==> config.mk <==
export PLATFORM = sky130hd
export DESIGN_NAME = trigger_sequencer_flat
export DESIGN_NICKNAME = d
export VERILOG_FILES = /design/src/rtl/trigger_sequencer_if.sv /design/src/rtl/trigger_sequencer.sv /design/src/flat_wrapper.sv
export SDC_FILE = /design/constraint.sdc
export NUM_CORES = 1
export LEC_CHECK = 0
export CAP_MARGIN = 0
export CORE_MARGIN = 3
export CORE_UTILIZATION = 40
export CTS_BUF_LIST = sky130_fd_sc_hd__clkbuf_4
export DETAILED_ROUTE_END_ITERATION = 7
export PLACE_DENSITY = 0.69
export SYNTH_ARGS = -nofsm -noshare
export SYNTH_HDL_FRONTEND = slang
export SYNTH_SLANG_ARGS = --single-unit
==> constraint.sdc <==
create_clock -name clk -period 4.45 [get_ports clk]
set_clock_uncertainty 0.15 [all_clocks]
set_input_delay 0.6675 -clock clk [delete_from_list [all_inputs] [get_ports clk]]
set_output_delay 0.6675 -clock clk [all_outputs]
set_load 0.05 [all_outputs]
==> src/rtl/trigger_sequencer_if.sv <==
`default_nettype none
// ============================================================================
//  Module   : trigger_sequencer_if
//  Purpose  : Control, configuration and status signals of the trigger
//             sequencer. The master side drives the controls and lengths.
//             The slave side (the sequencer) drives the status outputs.
//  Revision : 1.0  initial release
// ============================================================================
interface trigger_sequencer_if #(
    parameter int CNT_W = 16
);
    // control / trigger sources
    logic             arm;
    logic             abort;
    logic             trig_in;
    logic             edge_pos;
    logic             sw_trig;
    logic             sample_valid;
    // acquisition configuration (latched at arm)
    logic [CNT_W-1:0] pretrig_len;
    logic [CNT_W-1:0] posttrig_len;
    logic [CNT_W-1:0] holdoff_len;
    // status
    logic             capture_en;
    logic             busy;
    logic             triggered;
    logic             done;
    logic             aborted;
    logic [2:0]       state;

    modport master (
        output arm, abort, trig_in, edge_pos, sw_trig, sample_valid,
        output pretrig_len, posttrig_len, holdoff_len,
        input  capture_en, busy, triggered, done, aborted, state
    );

    modport slave (
        input  arm, abort, trig_in, edge_pos, sw_trig, sample_valid,
        input  pretrig_len, posttrig_len, holdoff_len,
        output capture_en, busy, triggered, done, aborted, state
    );
endinterface
`default_nettype wire

==> src/rtl/trigger_sequencer.sv <==
`default_nettype none
// ============================================================================
//  Module   : trigger_sequencer
//  Purpose  : Oscilloscope-style acquisition sequencer. An acquisition has
//             five states:
//                 IDLE -> PRETRIG -> ARMED -> POSTTRIG -> HOLDOFF -> IDLE
//             PRETRIG and POSTTRIG count sample strobes. ARMED waits for an
//             edge or a software trigger. HOLDOFF counts clock cycles.
//             All status outputs are registered.
//  Revision : 1.0  initial release
// ============================================================================
module trigger_sequencer #(
    parameter int CNT_W = 16
) (
    input  wire                  clk,
    input  wire                  reset,
    trigger_sequencer_if.slave   bus
);

    typedef enum logic [2:0] {
        S_IDLE     = 3'd0,
        S_PRETRIG  = 3'd1,
        S_ARMED    = 3'd2,
        S_POSTTRIG = 3'd3,
        S_HOLDOFF  = 3'd4
    } state_t;

    state_t           state_q,      state_d;
    logic [CNT_W-1:0] cnt_q,        cnt_d;
    logic [CNT_W-1:0] pre_q,        pre_d;
    logic [CNT_W-1:0] post_q,       post_d;
    logic [CNT_W-1:0] hold_q,       hold_d;
    logic             edge_pos_q,   edge_pos_d;
    logic             trig_d_q;
    logic             triggered_q,  triggered_d;
    logic             done_q,       done_d;
    logic             aborted_q,    aborted_d;
    logic             capture_en_q, capture_en_d;
    logic             busy_q,       busy_d;

    // The increment is one bit wider than the counter. A terminal count of
    // 2^CNT_W-1 is then compared exactly, and the counter never wraps.
    logic [CNT_W:0]   cnt_inc;
    logic             hit_pre;
    logic             hit_post;
    logic             hit_hold;
    logic             trig_edge;

    // Terminal-count compares against the latched lengths, and the edge detector
    assign cnt_inc   = {1'b0, cnt_q} + {{CNT_W{1'b0}}, 1'b1};
    assign hit_pre   = (cnt_inc == {1'b0, pre_q});
    assign hit_post  = (cnt_inc == {1'b0, post_q});
    assign hit_hold  = (cnt_inc == {1'b0, hold_q});
    // trig_d_q runs in every state. So a level that is already present when
    // ARMED is entered produces no edge there; only a new transition does.
    assign trig_edge = edge_pos_q ? ( bus.trig_in & ~trig_d_q)
                                  : (~bus.trig_in &  trig_d_q);

    // Next-state, counter, configuration-latch and pulse decode
    always_comb begin
        state_d     = state_q;
        cnt_d       = cnt_q;
        pre_d       = pre_q;
        post_d      = post_q;
        hold_d      = hold_q;
        edge_pos_d  = edge_pos_q;
        triggered_d = 1'b0;
        done_d      = 1'b0;
        aborted_d   = 1'b0;

        if ((state_q != S_IDLE) && bus.abort) begin
            // Abort wins over any trigger or completion in the same cycle
            state_d   = S_IDLE;
            cnt_d     = '0;
            aborted_d = 1'b1;
        end else begin
            case (state_q)
                S_IDLE: begin
                    if (bus.arm) begin
                        pre_d      = bus.pretrig_len;
                        post_d     = bus.posttrig_len;
                        hold_d     = bus.holdoff_len;
                        edge_pos_d = bus.edge_pos;
                        cnt_d      = '0;
                        state_d    = (bus.pretrig_len == '0) ? S_ARMED : S_PRETRIG;
                    end
                end

                S_PRETRIG: begin
                    if (bus.sample_valid) begin
                        if (hit_pre) begin
                            state_d = S_ARMED;
                            cnt_d   = '0;
                        end else begin
                            cnt_d   = cnt_inc[CNT_W-1:0];
                        end
                    end
                end

                S_ARMED: begin
                    if (trig_edge || bus.sw_trig) begin
                        triggered_d = 1'b1;
                        cnt_d       = '0;
                        if (post_q != '0) begin
                            state_d = S_POSTTRIG;
                        end else if (hold_q != '0) begin
                            state_d = S_HOLDOFF;
                        end else begin
                            state_d = S_IDLE;
                            done_d  = 1'b1;
                        end
                    end
                end

                S_POSTTRIG: begin
                    if (bus.sample_valid) begin
                        if (hit_post) begin
                            cnt_d = '0;
                            if (hold_q != '0) begin
                                state_d = S_HOLDOFF;
                            end else begin
                                state_d = S_IDLE;
                                done_d  = 1'b1;
                            end
                        end else begin
                            cnt_d = cnt_inc[CNT_W-1:0];
                        end
                    end
                end

                S_HOLDOFF: begin
                    // Counting starts at 0 on entry. So exactly hold_q cycles
                    // are spent here before the return to IDLE.
                    if (hit_hold) begin
                        state_d = S_IDLE;
                        cnt_d   = '0;
                        done_d  = 1'b1;
                    end else begin
                        cnt_d   = cnt_inc[CNT_W-1:0];
                    end
                end

                default: begin
                    state_d = S_IDLE;
                    cnt_d   = '0;
                end
            endcase
        end

        // These status flags are registered copies of the decoded next state.
        // They therefore always agree with state_q.
        capture_en_d = (state_d == S_PRETRIG) || (state_d == S_ARMED) ||
                       (state_d == S_POSTTRIG);
        busy_d       = (state_d != S_IDLE);
    end

    // State, counter, latched configuration and registered outputs
    always_ff @(posedge clk) begin
        if (reset) begin
            state_q      <= S_IDLE;
            cnt_q        <= '0;
            pre_q        <= '0;
            post_q       <= '0;
            hold_q       <= '0;
            edge_pos_q   <= 1'b0;
            trig_d_q     <= 1'b0;
            triggered_q  <= 1'b0;
            done_q       <= 1'b0;
            aborted_q    <= 1'b0;
            capture_en_q <= 1'b0;
            busy_q       <= 1'b0;
        end else begin
            state_q      <= state_d;
            cnt_q        <= cnt_d;
            pre_q        <= pre_d;
            post_q       <= post_d;
            hold_q       <= hold_d;
            edge_pos_q   <= edge_pos_d;
            trig_d_q     <= bus.trig_in;
            triggered_q  <= triggered_d;
            done_q       <= done_d;
            aborted_q    <= aborted_d;
            capture_en_q <= capture_en_d;
            busy_q       <= busy_d;
        end
    end

    assign bus.state      = state_q;
    assign bus.capture_en = capture_en_q;
    assign bus.busy       = busy_q;
    assign bus.triggered  = triggered_q;
    assign bus.done       = done_q;
    assign bus.aborted    = aborted_q;

endmodule
`default_nettype wire
==> src/flat_wrapper.sv <==
// flat-port wrapper written by rule: the top's interface ports become plain ports
module trigger_sequencer_flat 
#(
    parameter int CNT_W = 16
)
  (clk, reset, bus_arm, bus_abort, bus_trig_in, bus_edge_pos, bus_sw_trig, bus_sample_valid, bus_pretrig_len, bus_posttrig_len, bus_holdoff_len, bus_capture_en, bus_busy, bus_triggered, bus_done, bus_aborted, bus_state);
  trigger_sequencer_if #(.CNT_W(CNT_W)) bus_i ();
  input  wire clk;
  input  wire reset;
  input wire logic [$bits(bus_i.arm)-1:0] bus_arm;
  input wire logic [$bits(bus_i.abort)-1:0] bus_abort;
  input wire logic [$bits(bus_i.trig_in)-1:0] bus_trig_in;
  input wire logic [$bits(bus_i.edge_pos)-1:0] bus_edge_pos;
  input wire logic [$bits(bus_i.sw_trig)-1:0] bus_sw_trig;
  input wire logic [$bits(bus_i.sample_valid)-1:0] bus_sample_valid;
  input wire logic [$bits(bus_i.pretrig_len)-1:0] bus_pretrig_len;
  input wire logic [$bits(bus_i.posttrig_len)-1:0] bus_posttrig_len;
  input wire logic [$bits(bus_i.holdoff_len)-1:0] bus_holdoff_len;
  output wire logic [$bits(bus_i.capture_en)-1:0] bus_capture_en;
  output wire logic [$bits(bus_i.busy)-1:0] bus_busy;
  output wire logic [$bits(bus_i.triggered)-1:0] bus_triggered;
  output wire logic [$bits(bus_i.done)-1:0] bus_done;
  output wire logic [$bits(bus_i.aborted)-1:0] bus_aborted;
  output wire logic [$bits(bus_i.state)-1:0] bus_state;
  assign bus_i.arm = bus_arm;
  assign bus_i.abort = bus_abort;
  assign bus_i.trig_in = bus_trig_in;
  assign bus_i.edge_pos = bus_edge_pos;
  assign bus_i.sw_trig = bus_sw_trig;
  assign bus_i.sample_valid = bus_sample_valid;
  assign bus_i.pretrig_len = bus_pretrig_len;
  assign bus_i.posttrig_len = bus_posttrig_len;
  assign bus_i.holdoff_len = bus_holdoff_len;
  assign bus_capture_en = bus_i.capture_en;
  assign bus_busy = bus_i.busy;
  assign bus_triggered = bus_i.triggered;
  assign bus_done = bus_i.done;
  assign bus_aborted = bus_i.aborted;
  assign bus_state = bus_i.state;
  trigger_sequencer #(.CNT_W(CNT_W)) u_core (.clk(clk), .reset(reset), .bus(bus_i));
endmodule
==> run_summary.xml, run 1 <==
<?xml version="1.0" encoding="UTF-8"?>
<metrics>
  <group name="worst_setup_path">
    <metric name="delay_of_the_slowest_cell_on_the_worst_path" unit="ns">0.46</metric>
    <metric name="cp-startpoint" unit="">u_core.cnt_q[1]</metric>
    <metric name="worst_path_max_delay_cell" unit="">sky130_fd_sc_hd__and3_1</metric>
    <metric name="setup.worst_path.end_class" unit="">register</metric>
    <metric name="crit-reg2reg-launch" unit="">u_core.cnt_q[1]</metric>
    <metric name="critPathMaxFanout" unit="">12</metric>
    <metric name="critical_path.n_buffers_inverters" unit="">0</metric>
    <metric name="cpLargestDelayFamily" unit="">simple AND/OR/NAND/NOR gates</metric>
    <metric name="worst_ep_required" unit="ns">4.65</metric>
    <metric name="critPathArrivalTime" unit="ns">4.10</metric>
    <metric name="type_of_origin_of_the_critical_path" unit="">register</metric>
    <metric name="timing_worst_setup_path_type" unit="">register to register</metric>
    <metric name="crit_chain" unit="">ha_1, and3_1, nand3_1, a2111oi_0, o2111ai_1, nor4_2, a21oi_2, nand2_1, nand2_2, a211o_1</metric>
    <metric name="setup.reg_to_reg.worst_slack" unit="ns">0.55</metric>
  </group>
  <group name="routing">
    <metric name="routed_wl" unit="um">15200</metric>
    <metric name="first_iter_violations" unit="">443</metric>
    <metric name="drtPass1Iterations" unit="">5</metric>
    <metric name="drcViolationCount" unit="">0</metric>
    <metric name="drtAntennaViolNets" unit="">0</metric>
    <metric name="routedWlPerCell" unit="um">19.0</metric>
    <metric name="vias_post_dr" unit="">4755</metric>
    <metric name="route.detailed.vias_per_inst" unit="">5.91</metric>
  </group>
  <group name="global_routing">
    <metric name="gr-usage-all-layers" unit="%">23.6</metric>
    <metric name="antenna_found_initial" unit="">0</metric>
    <metric name="grt_max_degree" unit="">53</metric>
    <metric name="grt_first_pass_wirelength" unit="um">24000</metric>
    <metric name="grt_pass1_vias" unit="">4432</metric>
    <metric name="grt_remaining_overflow" unit="">0</metric>
  </group>
  <group name="place">
    <metric name="instance_count_after_placement_with_tap_cells_included" unit="">788</metric>
    <metric name="port_buffers" unit="">63</metric>
    <metric name="place_ws" unit="ns">0.610</metric>
    <metric name="placedInstanceArea" unit="um^2">5440</metric>
    <metric name="place.detailed.hpwl" unit="um">11700</metric>
    <metric name="gpl.final_weighted_congestion" unit="">1.04</metric>
  </group>
  <group name="outcome">
    <metric name="outcome" unit="">finished, final reports clean</metric>
  </group>
  <group name="yosys">
    <metric name="synth_area_per_cell" unit="um^2">7.71</metric>
    <metric name="synth_commonest_cells" unit="">sky130_fd_sc_hd__nand2_1, sky130_fd_sc_hd__dfxtp_1, sky130_fd_sc_hd__a21oi_1</metric>
    <metric name="netlist_instances" unit="">610</metric>
    <metric name="synth_net_count" unit="">667</metric>
    <metric name="ys_dominant_reg_cell" unit="">sky130_fd_sc_hd__dfxtp_1</metric>
    <metric name="most_common_cell_in_the_synthesized_netlist" unit="">sky130_fd_sc_hd__nand2_1</metric>
    <metric name="synthesis_warning_total" unit="">0</metric>
    <metric name="yosysUniqueCellTypes" unit="">71</metric>
    <metric name="synth.top_cell.area_share" unit="%">31.5</metric>
    <metric name="share_of_synthesized_flip_flops_with_an_asynchronous_set_or_reset" unit="%">0</metric>
    <metric name="ys_ff_latch" unit="">74</metric>
    <metric name="synth.area.top_cells" unit="">sky130_fd_sc_hd__dfxtp_1, sky130_fd_sc_hd__nand2_1, sky130_fd_sc_hd__a21oi_1</metric>
    <metric name="synth-edff-count" unit="">0</metric>
    <metric name="area_leader_netlist" unit="">sky130_fd_sc_hd__dfxtp_1</metric>
    <metric name="post_synth_instance_area" unit="um^2">4700</metric>
    <metric name="seq_area_frac_synth" unit="%">31.5</metric>
  </group>
  <group name="power_and_ir_drop">
    <metric name="power_switching_share" unit="%">28.7</metric>
    <metric name="power.density" unit="nW/um^2">262</metric>
    <metric name="totalPowerFinal" unit="mW">1.47</metric>
    <metric name="clock_power_share" unit="%">31.6</metric>
    <metric name="worst_ir_drop_vdd" unit="V">0.000142</metric>
    <metric name="power_switching" unit="mW">0.421</metric>
    <metric name="comb_power_share" unit="%">18.2</metric>
    <metric name="internal-power" unit="mW">1.05</metric>
    <metric name="power_frac_seq" unit="%">50.2</metric>
    <metric name="p_leak" unit="nW">2.09</metric>
  </group>
  <group name="clock_network">
    <metric name="post_cts.resized_instances" unit="">0</metric>
    <metric name="ctsLongestPathBuffers" unit="">2</metric>
    <metric name="cts.root.buffer_cell" unit="">sky130_fd_sc_hd__clkbuf_4</metric>
    <metric name="cts-hold-fix-buffers" unit="">0</metric>
    <metric name="postCtsSetupBuffers" unit="">0</metric>
    <metric name="clkLatencyLatePin" unit="ns">0.44</metric>
    <metric name="cts_inserted_buffers" unit="">9</metric>
    <metric name="clk_pin_slew_worst_paths" unit="ns">0.13</metric>
    <metric name="htree_levels" unit="">3</metric>
    <metric name="tritoncts_num_sinks" unit="">74</metric>
    <metric name="tritoncts" unit="">built</metric>
  </group>
  <group name="die">
    <metric name="std_cell_rows" unit="">38</metric>
    <metric name="fp.dieH" unit="um">114</metric>
    <metric name="fp.dieW" unit="um">114</metric>
    <metric name="initial_utilization" unit="%">42.1</metric>
    <metric name="boundaryPins" unit="">64</metric>
    <metric name="fp.dieArea" unit="um^2">13100</metric>
    <metric name="fp.coreArea" unit="um^2">11200</metric>
  </group>
  <group name="final_layout">
    <metric name="layoutNonFillerInstCount" unit="">804</metric>
    <metric name="final_core_utilization" unit="%">50.0</metric>
    <metric name="fillCellCount" unit="">1093</metric>
    <metric name="drive_above_1_share" unit="%">8.58</metric>
    <metric name="num_antenna_cells" unit="">0</metric>
    <metric name="fin_nets" unit="">716</metric>
    <metric name="postLayoutCellArea" unit="um^2">5590</metric>
    <metric name="layout-area-overhead-vs-synth" unit="%">18.9</metric>
  </group>
  <group name="timing">
    <metric name="final_hold_viol_count" unit="">0</metric>
    <metric name="final.min_clock_period" unit="ns">3.90</metric>
    <metric name="slew_viol_final" unit="">0</metric>
    <metric name="timing.setup.tns" unit="ns">0</metric>
    <metric name="max_freq" unit="MHz">257</metric>
    <metric name="setup_viol_count_final" unit="">0</metric>
    <metric name="setup_repair_after_global_routing_missed_its_margin" unit="">no</metric>
    <metric name="slew_headroom" unit="%">53.8</metric>
    <metric name="tightest_slew" unit="ns">0.691</metric>
    <metric name="finalHoldWorstSlack" unit="ns">0.326</metric>
    <metric name="final_min_period_over_clock_period" unit="%">87.6</metric>
    <metric name="final_ws_setup" unit="ns">0.552</metric>
  </group>
  <group name="worst_hold_path">
    <metric name="worst_hold_startpoint" unit="">u_core.pre_q[11]</metric>
    <metric name="hold_class" unit="">register to register</metric>
  </group>
  <group name="run">
    <metric name="max_capacitance_violation_count" unit="">0</metric>
  </group>
</metrics>
==> worst reg2reg max path, stage by stage, from the launching register on <==
cell and delay (ns):
sky130_fd_sc_hd__dfxtp_1 0.45, sky130_fd_sc_hd__ha_1 0.44, sky130_fd_sc_hd__and3_1 0.46, sky130_fd_sc_hd__nand3_1 0.33, sky130_fd_sc_hd__a2111oi_0 0.46, sky130_fd_sc_hd__o2111ai_1 0.19
sky130_fd_sc_hd__nor4_2 0.37, sky130_fd_sc_hd__a21oi_2 0.17, sky130_fd_sc_hd__nand2_1 0.37, sky130_fd_sc_hd__nand2_2 0.12, sky130_fd_sc_hd__a211o_1 0.30
==> cell type report <==
class                   instances  area (um^2)  area share (%)
multi-input cells             481         2970            53.0
flip-flops and latches         74         1480            26.5
repair buffers                 84          783            14.0
well taps                     140          175            3.13
clock inverters                 7         83.8            1.50
clock buffers                   9         67.6            1.21
inverters                       9         33.8           0.604
==> path summary, 6_finish.rpt <==
path / cells after the start / end
worst min register to register: 2 / u_core.pre_q[11]
worst min-delay path: 2 / u_core.pre_q[11]
worst max-delay path: 10 / u_core.cnt_q[5]
worst max register to register: 10 / u_core.cnt_q[5]
==> placed cells by master, fill, tap and decap left out, types with 14 or more instances in the layout <==
cell	synthesis	layout
sky130_fd_sc_hd__a21oi_1	69	69
sky130_fd_sc_hd__buf_4	5	21
sky130_fd_sc_hd__clkdlybuf4s50_1	0	62
sky130_fd_sc_hd__dfxtp_1	74	74
sky130_fd_sc_hd__nand2_1	126	126
sky130_fd_sc_hd__nand4_1	14	14
sky130_fd_sc_hd__nor2_1	26	26
sky130_fd_sc_hd__nor4_1	14	14
sky130_fd_sc_hd__o21ai_0	15	15
sky130_fd_sc_hd__xnor2_1	27	27
sky130_fd_sc_hd__xor2_1	17	17
==> power by group through the flow <==
stage | logic (mW) | clock network (mW) | registers (mW)
after floorplan | 0.161 | 0 | 0.745
after global placement | 0.260 | 0 | 0.749
after detailed placement | 0.264 | 0 | 0.751
after CTS | 0.266 | 0.472 | 0.735
after global routing | 0.293 | 0.502 | 0.740
final | 0.267 | 0.464 | 0.736
==> flip-flops by register name, summed over array words and instances (netlist names) <==
signal                 flops
u_core.hold_q             16
u_core.bus.capture_en      1
u_core.edge_pos_q          1
u_core.bus.busy            1
u_core.trig_d_q            1
u_core.post_q             16
u_core.bus.aborted         1
u_core.bus.done            1
u_core.cnt_q              16
u_core.bus.state           3
u_core.bus.triggered       1
u_core.pre_q              16
==> routing by layer <==
| layer | wire length (um) | track usage, % | vias up |
|---|---|---|---|
| met5 | 0 | 0 | - |
| met4 | 682 | 11.1 | 0 |
| met3 | 1240 | 4.44 | 57 |
| met2 | 7000 | 37.7 | 235 |
| met1 | 6310 | 30.6 | 2191 |
| li1 | - | - | 2272 |
==> cells by family (layout without fill, tap and decap cells) <==
| group | count (synthesis) | in the layout | synth area share, % |
|---|---|---|---|
| muxes | 1 | 1 | 0.239 |
| AOI/OAI and AO/OA | 156 | 156 | 21.6 |
| DFF | 74 | 74 | 31.5 |
| buffers and inverters | 55 | 109 | 5.45 |
| xor gates and xnor gates | 50 | 50 | 11.1 |
| adders and majority gates | 1 | 1 | 0.266 |
| and+or+nand+nor | 273 | 273 | 29.8 |
Note: power is estimated with default switching activity, not from simulation.
==> run 2, diff against run 1 <==
Settings changed: REMOVE_ABC_BUFFERS set to 1.
Clock period 4.45 ns to 4.8 ns, I/O delays scaled along.
==> run 2 against run 1 <==
  * Utilization is 0.86 points lower
  * Sequential power is 7.3% lower
  * First-iteration DRC count is 20% lower
  * Critical endpoint unchanged
  * Critical path type unchanged
  * Cell area is 1.7% lower
  * Count of clock-buffer cells in the layout stayed put
  * Via count is 1.9% lower
  * Largest power group unchanged
  * Largest cell class unchanged
  * Routed wire length is 6.6% lower
  * Sequential share of layout area is 0.46 points higher
  * Global-route usage is 1.7 points lower
  * Die area stayed put
  * Power is 7.1% lower
==> run_summary.xml, run 2 (synthesis gave the netlist of run 1 again) <==
<?xml version="1.0" encoding="UTF-8"?>
<metrics>
  <group name="clock_network">
    <metric name="cts_inserted_buffers" unit="">9</metric>
    <metric name="cts.root.buffer_cell" unit="">sky130_fd_sc_hd__clkbuf_4</metric>
    <metric name="cts-hold-fix-buffers" unit="">0</metric>
    <metric name="postCtsSetupBuffers" unit="">0</metric>
    <metric name="post_cts.resized_instances" unit="">0</metric>
    <metric name="htree_levels" unit="">3</metric>
    <metric name="tritoncts" unit="">built</metric>
    <metric name="tritoncts_num_sinks" unit="">74</metric>
    <metric name="ctsLongestPathBuffers" unit="">2</metric>
    <metric name="clkLatencyLatePin" unit="ns">0.44</metric>
    <metric name="clk_pin_slew_worst_paths" unit="ns">0.13</metric>
  </group>
  <group name="final_layout">
    <metric name="postLayoutCellArea" unit="um^2">5490</metric>
    <metric name="layout-area-overhead-vs-synth" unit="%">16.8</metric>
    <metric name="most_used_cells_in_the_layout_excluding_fill_and_tap_cells" unit="">sky130_fd_sc_hd__nand2_1, sky130_fd_sc_hd__dfxtp_1, sky130_fd_sc_hd__a21oi_1</metric>
    <metric name="layoutNonFillerInstCount" unit="">791</metric>
    <metric name="drive_above_1_share" unit="%">6.91</metric>
    <metric name="num_antenna_cells" unit="">0</metric>
    <metric name="layout_commonest_cell" unit="">sky130_fd_sc_hd__nand2_1</metric>
    <metric name="fin_nets" unit="">703</metric>
  </group>
  <group name="worst_hold_path">
    <metric name="worst_hold_startpoint" unit="">u_core.pre_q[11]</metric>
    <metric name="hold_class" unit="">register to register</metric>
    <metric name="cell_depth_of_the_worst_min_delay_path" unit="">2</metric>
    <metric name="min_to" unit="">u_core.pre_q[11]</metric>
  </group>
  <group name="die">
    <metric name="fp.coreArea" unit="um^2">11200</metric>
    <metric name="fp.dieH" unit="um">114</metric>
    <metric name="initial_utilization" unit="%">42.1</metric>
    <metric name="fp.dieW" unit="um">114</metric>
    <metric name="boundaryPins" unit="">64</metric>
    <metric name="std_cell_rows" unit="">38</metric>
    <metric name="fp.dieArea" unit="um^2">13100</metric>
  </group>
  <group name="routing">
    <metric name="route.detailed.vias_per_inst" unit="">5.90</metric>
    <metric name="vias_post_dr" unit="">4667</metric>
    <metric name="routed_wl" unit="um">14200</metric>
    <metric name="drtPass1Iterations" unit="">5</metric>
    <metric name="routedWlPerCell" unit="um">18.0</metric>
    <metric name="first_iter_violations" unit="">356</metric>
    <metric name="drtAntennaViolNets" unit="">0</metric>
    <metric name="drcViolationCount" unit="">0</metric>
  </group>
  <group name="timing">
    <metric name="final_hold_viol_count" unit="">0</metric>
    <metric name="max_freq" unit="MHz">239</metric>
    <metric name="setup_repair_after_global_routing_missed_its_margin" unit="">no</metric>
    <metric name="tightest_slew" unit="ns">0.970</metric>
    <metric name="setup_viol_count_final" unit="">0</metric>
    <metric name="slew_headroom" unit="%">34.7</metric>
    <metric name="final.min_clock_period" unit="ns">4.18</metric>
    <metric name="slew_viol_final" unit="">0</metric>
    <metric name="timing.setup.tns" unit="ns">0</metric>
    <metric name="final_min_period_over_clock_period" unit="%">87.1</metric>
  </group>
  <group name="worst_setup_path">
    <metric name="type_of_origin_of_the_critical_path" unit="">register</metric>
    <metric name="setup.worst_path.end_class" unit="">register</metric>
    <metric name="critPathArrivalTime" unit="ns">4.38</metric>
    <metric name="timing_worst_setup_path_type" unit="">register to register</metric>
    <metric name="worstRegToRegCells" unit="">9</metric>
    <metric name="cp-startpoint" unit="">u_core.cnt_q[0]</metric>
    <metric name="regToRegEndpoint" unit="">u_core.cnt_q[5]</metric>
    <metric name="crit-reg2reg-launch" unit="">u_core.cnt_q[0]</metric>
    <metric name="worst_ep_required" unit="ns">5.00</metric>
    <metric name="critPathMaxFanout" unit="">12</metric>
    <metric name="setup.reg_to_reg.worst_slack" unit="ns">0.62</metric>
  </group>
  <group name="run">
    <metric name="max_capacitance_violation_count" unit="">0</metric>
  </group>
  <group name="power_and_ir_drop">
    <metric name="power.density" unit="nW/um^2">248</metric>
    <metric name="totalPowerFinal" unit="mW">1.36</metric>
    <metric name="worst_ir_drop_vdd" unit="V">0.000114</metric>
    <metric name="p_leak" unit="nW">2.02</metric>
  </group>
  <group name="global_routing">
    <metric name="grt_pass1_vias" unit="">4417</metric>
    <metric name="globalRouteMet1Util" unit="%">29.5</metric>
    <metric name="global_route.peak_usage_layer" unit="">met2</metric>
    <metric name="grt_first_pass_wirelength" unit="um">22800</metric>
    <metric name="grt_remaining_overflow" unit="">0</metric>
    <metric name="grt_use_met2" unit="%">35.4</metric>
    <metric name="global_route.usage.met3" unit="%">3.81</metric>
    <metric name="grt_max_degree" unit="">53</metric>
    <metric name="antenna_found_initial" unit="">0</metric>
    <metric name="gr-usage-all-layers" unit="%">21.9</metric>
  </group>
  <group name="place">
    <metric name="port_buffers" unit="">63</metric>
    <metric name="place.detailed.hpwl" unit="um">10600</metric>
    <metric name="instance_count_after_placement_with_tap_cells_included" unit="">775</metric>
    <metric name="placedInstanceArea" unit="um^2">5340</metric>
    <metric name="gpl.final_weighted_congestion" unit="">0.981</metric>
  </group>
  <group name="outcome">
    <metric name="outcome" unit="">finished, final reports clean</metric>
  </group>
</metrics>
==> run 2: area by class of cell <==
type,instances,area [um^2]
Clock buffer,9,67.6
Clock inverter,7,83.8
Fill cell,1137,5680
Inverter,9,33.8
Multi-Input combinational cell,481,2970
Sequential cell,74,1480
Tap cell,140,175
Timing Repair Buffer,71,686
==> run 2: power breakdown <==
group	internal, mW	total [mW]	switching, mW
Combinational	0.118	0.247	0.129
Clock	0.205	0.434	0.228
Sequential	0.645	0.682	0.0366
==> run 2: per-stage QoR <==
stage               setup WS (ns)  hold slack (ns)  util, %
floorplan                    1.04            0.289        -
global placement            0.856            0.303     47.8
detailed placement          0.729            0.314     47.8
CTS                         0.702            0.332     49.2
global route                0.413            0.355     49.2
finish                      0.621            0.332     49.2
==> run 2: how the worst max path moves through the flow <==
stage                            end  slack [ns]  cells after the start
floorplan           u_core.cnt_q[15]        1.04                      9
global placement     u_core.cnt_q[5]        0.86                      9
detailed placement   u_core.cnt_q[5]        0.73                      9
CTS                 u_core.cnt_q[15]        0.70                      9
global route         u_core.cnt_q[5]        0.41                      9
finish               u_core.cnt_q[5]        0.62                      9
==> run 2: metal layers <==
layer  up-vias  part of all wire, %
met5         -                    0
met4         0                  2.2
met3        26                  5.8
met2       148                   47
met1      2250                   45
li1       2243                    -
==> run 2: worst max-delay path, cell delays in order (launching register included) <==
cell and delay, ns:
sky130_fd_sc_hd__dfxtp_1 0.56, sky130_fd_sc_hd__ha_1 0.44, sky130_fd_sc_hd__nand3_1 0.29, sky130_fd_sc_hd__nor4_2 0.68, sky130_fd_sc_hd__xor3_1 0.31, sky130_fd_sc_hd__or4_1 0.53
sky130_fd_sc_hd__o41a_1 0.47, sky130_fd_sc_hd__nand3_2 0.25, sky130_fd_sc_hd__nand2_2 0.11, sky130_fd_sc_hd__a211o_1 0.30
==> edit, RTL diff (settings of run 1) <==
Take the reset off `hold_q` and load it in a clocked block of its own.
--- a/src/rtl/trigger_sequencer.sv
+++ b/src/rtl/trigger_sequencer.sv
@@ -162,5 +162,4 @@
             pre_q        <= '0;
             post_q       <= '0;
-            hold_q       <= '0;
             edge_pos_q   <= 1'b0;
             trig_d_q     <= 1'b0;
@@ -175,5 +174,4 @@
             pre_q        <= pre_d;
             post_q       <= post_d;
-            hold_q       <= hold_d;
             edge_pos_q   <= edge_pos_d;
             trig_d_q     <= bus.trig_in;
@@ -184,4 +182,8 @@
             busy_q       <= busy_d;
         end
+    end
+
+    always_ff @(posedge clk) begin
+        hold_q <= hold_d;
     end
 
Check against the original RTL: same outputs for any inputs over 4 cycles, from zero or initial values and one cycle with reset high; that may be too few to reach the edited logic, so the function may still have changed.
==> edit against run 1 <==
Setup slack worse by 0.15 ns; sequential cell count stayed put; cell count decreased by 9.7%; combinational power fell by 10%; design area fell by 5.5%; synthesized area fell by 6.4%; total power shrank 5.9%; wire length shrank 9.7%; largest cell class unchanged; largest power group unchanged.
==> edit: results (changes against run 1) <==
setup_path:
  reg2reg_slack_ns: 0.41  # was 0.55 ns
  endpoint: "u_core.cnt_q[9]"  # was u_core.cnt_q[5]
  cp_max_fo: 24  # was 12
  worstPathArrival_ns: 4.26  # was 4.10 ns
yosys:
  synth_compound_area_share_pct: 16.0  # was 21.6%
  async_flop_share_pct: 0  # unchanged
  synth_mux_area_share_pct: 2.08  # was 0.239%
  synth-edff-count: 16  # was 0
  ys_types: 60  # was 71
  synth_commonest_cells: "nand2_1 (97), dfxtp_1 (58), a21oi_1 (48)"  # was nand2_1 (126), dfxtp_1 (74), a21oi_1 (69)
  yosysSeqAreaShare_pct: 37.3  # was 31.5%
  synth_xor_area_share_pct: 12.4  # was 11.1%
  synthTopCellsByArea: "dfxtp_1 (26%), edfxtp_1 (11%), nand2_1 (8.3%)"  # was dfxtp_1 (31%), nand2_1 (10%), a21oi_1 (7.3%)
  synthesis.nets: 587  # was 667
  synth_fa_ha_area_share_pct: 0.284  # was 0.266%
  synthCells: 530  # was 610
power:
  p_int_w: 0.000960  # was 0.00105 W
  p_clk_w: 0.000381  # was 0.000464 W
  peakVddDrop_mv: 0.161  # was 0.142 mV
  comb-power_w: 0.000240  # was 0.000267 W
  p_leak_nw: 1.83  # was 2.09 nW
grt:
  grt_max_degree: 44  # was 53
  track_usage_pct: 22.5  # was 23.6%
  first_global_vias: 4043  # was 4432
  grt_first_pass_wirelength_um: 22100  # was 24000 um
layout:
  final-nonclk-buf-share_pct: 14.4  # was 14.0%
  buffers_excl_clock: 80  # was 84
  drive_gt1_share_pct: 7.29  # was 8.58%
  comb.multi_input.count: 411  # was 481
  final_cells: 726  # was 804
  clkbuf_count: 10  # was 9
  multi_input_area_sq_um: 2560  # was 2970 sq um
  n_fill_cell: 1035  # was 1093
  fin_nets: 642  # was 716
  clkCellAreaFrac_pct: 2.23  # was 2.71%
  regArea_sq_um: 1640  # was 1480 sq um
  n_all_inverters: 9  # unchanged
worst_hold_path:
  worstHoldEndpoint: "u_core.edge_pos_q"  # was u_core.pre_q[11]
  worstHoldStart: "u_core.edge_pos_q"  # was u_core.pre_q[11]
routing:
  routed_wl_um: 13800  # was 15200 um
  vias: 4201  # was 4755
  drt_iter0_markers: 260  # was 443
  firstDrtPassIters: 6  # was 5
clocking:
  path_clk_slew_ns: 0.13  # about the same
  cts.sinks: 74  # unchanged
  clkLatencyLatePin_ns: 0.42  # was 0.44 ns
  root_buffer: "clkbuf_4"  # unchanged
  post_cts_resize_count: 0  # unchanged
placed_design:
  gp_congestion: 0.937  # was 1.04
  dp.cells: 710  # was 788
  place_hpwl_um: 10400  # was 11700 um
sta:
  slew_headroom_pct: 28.5  # was 53.8%
run_status:
  status: "completed"  # unchanged
## edit: changes by cell type after synthesis, sizes merged, moves of 6 or more
| cell | change |
|---|---|
| edfxtp | +16 |
| dfxtp | -16 |
| a21o | -6 |
| a22oi | -6 |
| xnor2 | +11 |
| a31oi | +10 |
| mux2i | +8 |
| clkbuf | -6 |
| nand2 | -32 |
| a21oi | -22 |
## edit: through the flow
step / setup WS [ns] / hold slack (ns) / utilization, % / total power, W / cell area [sq um]
final: 0.405 / 0.331 / 50.3 / 0.00138 / 5280
after global routing: 0.0811 / 0.344 / 50.3 / 0.00145 / 5280
after CTS: 0.492 / 0.329 / 50.3 / 0.00139 / 5280
after detailed placement: 0.505 / 0.311 / 49.1 / 0.00101 / 5160
after global placement: 0.599 / 0.306 / 49.1 / 0.00101 / 5160
after floorplan: 1.28 / 0.295 / - / 0.000906 / 4400
## edit: layer usage
layer | track usage, % | share of wire, % | up-vias
li1 | - | - | 2030
met1 | 30.8 | 45 | 1982
met2 | 36.4 | 46 | 170
met3 | 4.20 | 7.3 | 19
met4 | 6.32 | 1.8 | 0
met5 | 0 | 0 | -
## edit: worst max-delay path, stage by stage (launching register included)
cell       delay [ns]
dfxtp_1          0.42
ha_1             0.45
nand3_2          0.35
nor2_1           0.38
xnor2_1          0.31
a2111oi_0        0.26
and4b_1          0.29
and3_1           0.18
o22ai_2          0.78
o21ai_0          0.22
a21oi_1          0.18
## edit: cell families (layout without fill, tap and decap cells)
family	after synthesis	in the layout
AOI/OAI and AO/OA	112	112
xor gates and xnor gates	59	59
adders and majority gates	1	1
buffers and inverters	45	105
DFF	74	74
muxes	9	9
and+or+nand+nor	230	230
